--- config.mk ---
export PLATFORM = sky130hd
export DESIGN_NAME = wide_add_sequencer
export DESIGN_NICKNAME = d
export VERILOG_FILES = /design/src/rtl/wide_add_sequencer.sv
export SDC_FILE = /design/constraint.sdc
export NUM_CORES = 1
export LEC_CHECK = 0
export CAP_MARGIN = 20
export CORE_MARGIN = 2
export CORE_UTILIZATION = 53
export DETAILED_ROUTE_END_ITERATION = 12
export PLACE_DENSITY = 0.92
export REMOVE_ABC_BUFFERS = 1
export SLEW_MARGIN = 10
export SYNTH_ARGS = -nofsm -noshare
export SYNTH_HDL_FRONTEND = slang
export SYNTH_SLANG_ARGS = --single-unit
--- constraint.sdc ---
create_clock -name clk -period 5.75 [get_ports clk]
set_input_delay 0.575 -clock clk [delete_from_list [all_inputs] [get_ports clk]]
set_output_delay 0.575 -clock clk [all_outputs]
set_load 0.05 [all_outputs]
--- src/rtl/wide_add_sequencer.sv ---
// Wide add/subtract built from one SLICE-bit carry-select slice reused over WORDS clocks, LSB slice first.
// Latency: out_valid rises WORDS clocks after the operand acceptance edge; one op per WORDS+2 clocks.
// Backpressure: in_ready only in IDLE without flush; result held in DONE until out_ready.
module wide_add_sequencer #(
    parameter int WORDS = 4,
    parameter int SLICE = 10
) (
    input  logic                     clk,
    input  logic                     rst_n,
    input  logic                     flush,
    input  logic                     in_valid,
    output logic                     in_ready,
    input  logic                     sub,
    input  logic                     c_in,
    input  logic [WORDS*SLICE-1:0]   a,
    input  logic [WORDS*SLICE-1:0]   b,
    output logic                     out_valid,
    input  logic                     out_ready,
    output logic [WORDS*SLICE-1:0]   s,
    output logic                     c_out,
    output logic                     ovf,
    output logic                     busy
);

    localparam int W  = WORDS * SLICE;
    localparam int IW = (WORDS > 1) ? $clog2(WORDS) : 1;
    localparam logic [IW-1:0] LAST_IDX = IW'(WORDS - 1);

    typedef enum logic [1:0] {
        IDLE = 2'd0,
        ADD  = 2'd1,
        DONE = 2'd2
    } state_t;

    state_t            state_q;
    logic [IW-1:0]     idx_q;
    logic              carry_q;
    logic [W-1:0]      opa_q;
    logic [W-1:0]      opb_q;
    logic [W-1:0]      s_q;
    logic              c_out_q;
    logic              ovf_q;

    logic [SLICE-1:0]  sl_a;
    logic [SLICE-1:0]  sl_b;
    logic [SLICE:0]    sum0_d;
    logic [SLICE:0]    sum1_d;
    logic [SLICE:0]    slice_d;

    // Carry-select slice: both carry-in cases are formed, the registered carry picks one.
    always_comb begin
        sl_a    = opa_q[int'(idx_q)*SLICE +: SLICE];
        sl_b    = opb_q[int'(idx_q)*SLICE +: SLICE];
        sum0_d  = {1'b0, sl_a} + {1'b0, sl_b};
        sum1_d  = {1'b0, sl_a} + {1'b0, sl_b} + (SLICE+1)'(1);
        slice_d = carry_q ? sum1_d : sum0_d;
    end

    // Control FSM plus operand/result registers; flush aborts but leaves the last result visible.
    always_ff @(posedge clk or negedge rst_n) begin
        if (!rst_n) begin
            state_q <= IDLE;
            idx_q   <= '0;
            carry_q <= 1'b0;
            opa_q   <= '0;
            opb_q   <= '0;
            s_q     <= '0;
            c_out_q <= 1'b0;
            ovf_q   <= 1'b0;
        end else if (flush) begin
            state_q <= IDLE;
            idx_q   <= '0;
            carry_q <= 1'b0;
        end else begin
            case (state_q)
                IDLE: begin
                    if (in_valid) begin
                        opa_q   <= a;
                        // Subtraction is a + ~b + 1, so invert b once here.
                        opb_q   <= sub ? ~b : b;
                        carry_q <= sub | c_in;
                        idx_q   <= '0;
                        s_q     <= '0;
                        state_q <= ADD;
                    end
                end
                ADD: begin
                    s_q[int'(idx_q)*SLICE +: SLICE] <= slice_d[SLICE-1:0];
                    carry_q <= slice_d[SLICE];
                    if (idx_q == LAST_IDX) begin
                        c_out_q <= slice_d[SLICE];
                        ovf_q   <= (opa_q[W-1] == opb_q[W-1]) &&
                                   (slice_d[SLICE-1] != opa_q[W-1]);
                        idx_q   <= '0;
                        state_q <= DONE;
                    end else begin
                        idx_q <= idx_q + IW'(1);
                    end
                end
                DONE: begin
                    if (out_ready) begin
                        state_q <= IDLE;
                    end
                end
                default: state_q <= IDLE;
            endcase
        end
    end

    assign in_ready  = (state_q == IDLE) && !flush;
    assign out_valid = (state_q == DONE);
    assign busy      = (state_q != IDLE);
    assign s         = s_q;
    assign c_out     = c_out_q;
    assign ovf       = ovf_q;

endmodule

==> impl_metrics.csv, run 1 <==
group,metric,value,unit
synthesis,synth_edf_count,0,
die,io_pins,132,
placement,dp_hpwl,12800,um
power_and_ir_drop,p_clk_share,31.2,%
route,first_pass_iters,6,
clock_network,cts_buffers,17,
power_and_ir_drop,p_per_area,396,nW/um^2
global_route,track_usage,26.6,%
power_and_ir_drop,peakVddDrop,0.226,mV
synthesis,syn_area_per_cell,9.33,um^2
synthesis,syn_area,7210,um^2
global_route,grt_pass1_vias,6274,
die,die-area,14600,um^2
timing,max_slew.worst_pin.slew,1040,ps
route,vias,6394,
power_and_ir_drop,intPower,0.00231,W
synthesis,async_flop_share,100,%
power_and_ir_drop,netSwitchingFraction,36.8,%
min_path,hp-class,"in2async",
layout,n_antenna_cell,0,
synthesis,synth_cells,773,
timing,finalClockSkew,11.8,ps
placement,dp.cells,1036,
route,drt-total-wl,18600,um
clock_network,cts_sinks,127,
layout,instances_no_fill,1069,
layout,n_fill_cell,1070,
synthesis,ys_warn_count,0,
power_and_ir_drop,comb_power_share,37.7,%
layout,final_cell_area,9230,um^2
die,die_x,121,um
route,vias_per_cell,5.98,
timing,setup_viol,0,
clock_network,root_buffer,"clkbuf_16",
setup_path,critical-path-top-delay-family,"simple AND/OR/NAND/NOR gates",
layout,fin_nets,986,
placement,io_buffers,131,
layout,syn_to_final_growth,28.0,%
placement,placed_area,8580,um^2
global_route,grt_max_degree,79,
route,wire_per_inst,17.4,um
die,core,13200,um^2
synthesis,ys_types,75,
setup_path,cpMostUsedCell,"a21oi_1",
setup_path,path_cells,"mux4_2 -> ha_1 -> fa_1 -> a211o_1 -> and2_4 -> or4_4 -> or4_1 -> a21oi_1 -> a211oi_1 -> a21oi_1 -> o221ai_1",
setup_path,cp_max_fo,15,
setup_path,critical-path-max-stage-delay,690,ps
route,route.detailed.drc,0,
timing,maxSlewHeadroom,30.8,%
clock_network,cts_max_level,4,
die,initial_core_util,54.4,%
power_and_ir_drop,p_leak,3.93,nW
timing,max_freq,0.220,GHz
clock_network,cts.repair.resized,0,
global_route,overflow,0,
setup_path,crit_type,"reg2reg",
synthesis,synth_flop_cell,"dfrtp_1",
global_route,antenna_found_initial,0,
setup_path,critPathBufInv,0,
global_route,grt_pass1_wl,30400,um
clock_network,cts_setup_buffers,0,
setup_path,cpMaxStageDelayCell,"dfrtp_2",
power_and_ir_drop,p_sw,0.00135,W
run,drv_cap,0,
timing,rsz0062_at_grt,"no",
clock_network,clk_pin_slew,60,ps
timing,period_share,79.2,%
run_status,outcome,"completed",
die,fp-row-count,42,
clock_network,insertion_delay,430,ps
layout,drive_above_1_share,8.40,%
die,die_h,121,um
route,antenna_left,0,
synthesis,yosys_register_bits,127,
placement,gp_congestion,0.938,
clock_network,cts_hold_buf,0,
setup_path,worstPathArrival,4840,ps
timing,hold_viol_final,0,
clock_network,cts_tree,"done",
timing,tns,0,ps
power_and_ir_drop,p_seq_share,31.1,%
setup_path,required,6030,ps
timing,drv_slew,0,
route,drtIter0Drc,756,
clock_network,cts_max_path_buffers,2,
timing,min_period,4550,ps
setup_path,start_kind,"register",
setup_path,cp-end-kind,"register",
synthesis,seq_area_frac_synth,44.1,%
layout by cell type (no fill, tap or decap), types with 6 or more instances in the layout:
| master | count |
|---|---|
| nand2_1 | 213 |
| clkdlybuf4s50_1 | 129 |
| dfrtp_1 | 126 |
| o21ai_0 | 44 |
| xnor2_1 | 42 |
| nor2_1 | 25 |
| o21ai_1 | 24 |
| a21oi_1 | 23 |
| mux4_2 | 20 |
| ha_1 | 18 |
| o221ai_1 | 17 |
| clkbuf_16 | 17 |
| nand3_1 | 14 |
| a22oi_1 | 11 |
| inv_1 | 7 |
| nor3_1 | 7 |
| nand4_1 | 7 |
| nand2b_1 | 6 |
| a211o_1 | 6 |
| o211ai_1 | 6 |
| xor2_1 | 6 |
| a211oi_1 | 6 |
| and2_1 | 6 |
state kept, by name, summed over array words and instances (netlist names):
| signal | count |
|---|---|
| opb_q | 40 |
| ovf | 1 |
| state_q | 2 |
| carry_q | 1 |
| opa_q | 40 |
| idx_q | 2 |
| s | 40 |
| c_out | 1 |
cells by family after synthesis:
family	Yosys count	share of synthesized area (%)
fa+ha+maj	19	3.40
flops	127	44.1
compound gates	181	16.7
xor+xnor	48	5.83
buf+inv	56	3.14
simple gates	316	19.7
mux	26	7.13
worst reg2reg max path: cells and delay by family, from the launching register on:
family          cells  cell delay (ps)
mux                 1              580
simple gates        3             1220
compound gates      5             1230
fa+ha+maj           2              700
flops               1              690
worst paths after layout:
check | startpoint | endpoint | slack [ps] | depth (start not counted)
hold reg to reg | opa_q[37] | opa_q[37] | 470 | 2
setup / recovery | idx_q[0] | s[18] | 1200 | 11
hold / removal | rst_n | opa_q[31] | 200 | 1
max in group asynchronous | rst_n | idx_q[0] | 4200 | 2
setup reg to reg | idx_q[0] | s[18] | 1200 | 11
min in group clk | opa_q[37] | opa_q[37] | 470 | 2
synth_stat cells (14+ instances only):
library cell	number	area, um^2
a21oi_1	23	115
clkbuf_1	42	158
dfrtp_1	127	3180
ha_1	18	225
mux4_2	20	450
nand2_1	213	800
nand3_1	14	70.1
nor2_1	26	97.6
o21ai_0	44	220
o21ai_1	24	120
o221ai_1	17	149
xnor2_1	42	368
through the flow:
stage	total power [W]	hold slack [ps]	setup slack (ps)	utilization, %
2_1_floorplan	0.00208	279	795	-
3_3_place_gp	0.00244	454	1360	64.8
3_5_place_dp	0.00248	458	1230	64.8
4_1_cts	0.00363	229	1210	69.5
5_1_grt	0.00385	258	831	69.7
6_report	0.00365	202	1200	69.7
power by group through the flow:
| stage | Clock (W) | Combinational (W) | Sequential, W |
|---|---|---|---|
| final | 0.00114 | 0.00138 | 0.00114 |
| after CTS | 0.00114 | 0.00135 | 0.00114 |
| after global placement | 0 | 0.00130 | 0.00114 |
| after global routing | 0.00119 | 0.00150 | 0.00115 |
| after floorplan | 0 | 0.000870 | 0.00121 |
| after detailed placement | 0 | 0.00134 | 0.00114 |
metal layers:
layer | share of wire (%) | GRT usage [%] | up-vias | wire length (um)
li1 | - | - | 2972 | -
met1 | 42 | 33.5 | 3057 | 7730
met2 | 49 | 44.4 | 312 | 9130
met3 | 6.9 | 6.42 | 53 | 1280
met4 | 2.6 | 10.2 | 0 | 478
met5 | 0 | 0 | - | 0
cell type report:
cell class / instances / area [um^2] / share of cell area [%]
clock buffers: 18 / 439 / 4.76
inverters: 8 / 30.0 / 0.325
flip-flops and latches: 127 / 3180 / 34.5
repair buffers: 136 / 1350 / 14.7
well taps: 176 / 220 / 2.39
clock inverters: 14 / 190 / 2.06
multi-input cells: 590 / 3810 / 41.3
(Power assumes the default switching activity.)
==> run 2, diff against run 1 <==
==> constraint.sdc (replaced) <==
create_clock -name clk -period 4.73 [get_ports clk]
set_input_delay 0.473 -clock clk [delete_from_list [all_inputs] [get_ports clk]]
set_output_delay 0.473 -clock clk [all_outputs]
set_load 0.05 [all_outputs]
==> impl_metrics.csv, run 2 (synthesized netlist as in run 1, its figures left out) <==
group,metric,value,unit
timing,max_freq,0.228,GHz
global_route,track_usage,26.7,%
placement,dp_hpwl,13000,um
setup_path,critical-path-max-stage-delay,580,ps
placement,dp.cells,1041,
layout,final_cell_mix,"nand2_1 (213), clkdlybuf4s50_1 (129), dfrtp_1 (126)",
layout,drive_above_1_share,8.35,%
setup_path,critPathBufInv,0,
clock_network,cts_max_level,4,
setup_path,reg2reg_to,"s[18]",
placement,io_buffers,131,
setup_path,start_kind,"register",
die,die_x,121,um
timing,finalClockSkew,8.77,ps
layout,multi_input_area,3810,um^2
layout,final_common_cell,"nand2_1",
power_and_ir_drop,p_per_area,469,nW/um^2
setup_path,critical-path-top-delay-family,"simple AND/OR/NAND/NOR gates",
timing,hold_ws,460,ps
die,die_h,121,um
clock_network,cts_sinks,127,
die,fp-row-count,42,
layout,syn_to_final_growth,27.5,%
run,drv_cap,0,
timing,maxSlewHeadroom,30.2,%
clock_network,cts_setup_buffers,0,
route,first_pass_iters,8,
min_path,hp-class,"in2async",
route,drt-total-wl,18600,um
power_and_ir_drop,p_leak,3.94,nW
layout,fin_nets,991,
timing,max_slew.worst_pin.slew,1040,ps
power_and_ir_drop,peakVddDrop,0.265,mV
global_route,grt_pass1_vias,6297,
timing,min_period,4390,ps
route,wire_per_inst,17.3,um
setup_path,r2r-start,"idx_q[0]",
setup_path,path_cells,"mux4_2 -> ha_1 -> fa_1 -> a211o_1 -> and2_4 -> or4_4 -> or4_1 -> a21oi_1 -> a211oi_1 -> a21oi_1 -> o221ai_1",
timing,hold_viol_final,0,
clock_network,cts_tree,"done",
die,core,13200,um^2
layout,n_fill_cell,1002,
clock_network,cts_max_path_buffers,2,
timing,period_share,92.9,%
setup_path,cpMaxStageDelayCell,"or4_4",
route,vias,6427,
global_route,grt_pass1_wl,30800,um
run_status,outcome,"completed",
global_route,antenna_found_initial,0,
setup_path,reg2reg_depth,11,
die,die-area,14600,um^2
timing,drv_slew,0,
placement,gp_congestion,0.957,
setup_path,worstPathArrival,4680,ps
route,vias_per_cell,5.98,
layout,final_cell_area,9190,um^2
route,antenna_left,0,
global_route,grt_max_degree,89,
route,drtIter0Drc,660,
timing,tns,0,ps
clock_network,cts.repair.resized,0,
layout,regArea,3180,um^2
setup_path,r2r_setup_slack,340,ps
setup_path,cpMostUsedCell,"a21oi_1",
placement,placed_area,8620,um^2
timing,rsz0062_at_grt,"no",
clock_network,root_buffer,"clkbuf_16",
layout,instances_no_fill,1074,
setup_path,required,5010,ps
setup_path,cp_max_fo,10,
setup_path,cp-end-kind,"register",
clock_network,insertion_delay,430,ps
die,io_pins,132,
layout,n_antenna_cell,0,
clock_network,clk_pin_slew,60,ps
die,initial_core_util,54.4,%
timing,setup_viol,0,
global_route,overflow,0,
setup_path,crit_type,"reg2reg",
clock_network,cts_buffers,17,
route,route.detailed.drc,0,
run 2: worst max-delay path by stage:
stage / to / start / depth (start not counted)
CTS: s[18] / idx_q[0] / 11
floorplan: s[18] / idx_q[0] / 11
global route: s[30] / idx_q[0] / 11
detailed placement: s[2] / idx_q[0] / 11
finish: s[18] / idx_q[0] / 11
global placement: s[18] / idx_q[0] / 11
run 2: power breakdown:
part / switching, W / internal (W) / total, W
clock: 0.000469 / 0.000787 / 0.00126
sequential: 0.000123 / 0.00126 / 0.00139
combinational: 0.00101 / 0.000650 / 0.00166
run 2: worst register-to-register path, stage by stage, from the launching register on:
cell and delay (ps):
dfrtp_2 570, mux4_2 560, ha_1 270, fa_1 440, a211o_1 290, and2_4 150, or4_4 580, or4_1 480
a21oi_1 160, a211oi_1 120, a21oi_1 440, o221ai_1 190
run 2: what timing repair did:
item                       4_1_cts  5_1_grt
hold endpoints to repair        18        0
hold buffers                     1        0
setup endpoints to repair        0        0
run 2: per-layer routing:
layer	GRT usage (%)	vias to the layer above	wire [um]
met5	0	-	0
met4	11.4	0	657
met3	5.71	69	1310
met2	43.8	336	8990
met1	34.5	3038	7650
li1	-	2984	-
run 2: area by class of cell:
class	count	area share, %
Multi-Input combinational cell	590	41.5
Clock buffer	26	5.54
Sequential cell	127	34.6
Tap cell	176	2.40
Clock inverter	6	0.599
Timing Repair Buffer	141	15.0
Inverter	8	0.327
run 2: stage by stage:
step                      setup slack (ps)  total power [W]  utilization, %
final                                  336          0.00431            69.4
after global routing                  60.0          0.00455            69.4
after CTS                              380          0.00429            69.4
after detailed placement               382          0.00303            65.1
after global placement                 507          0.00297            65.1
after floorplan                       -225          0.00253               -
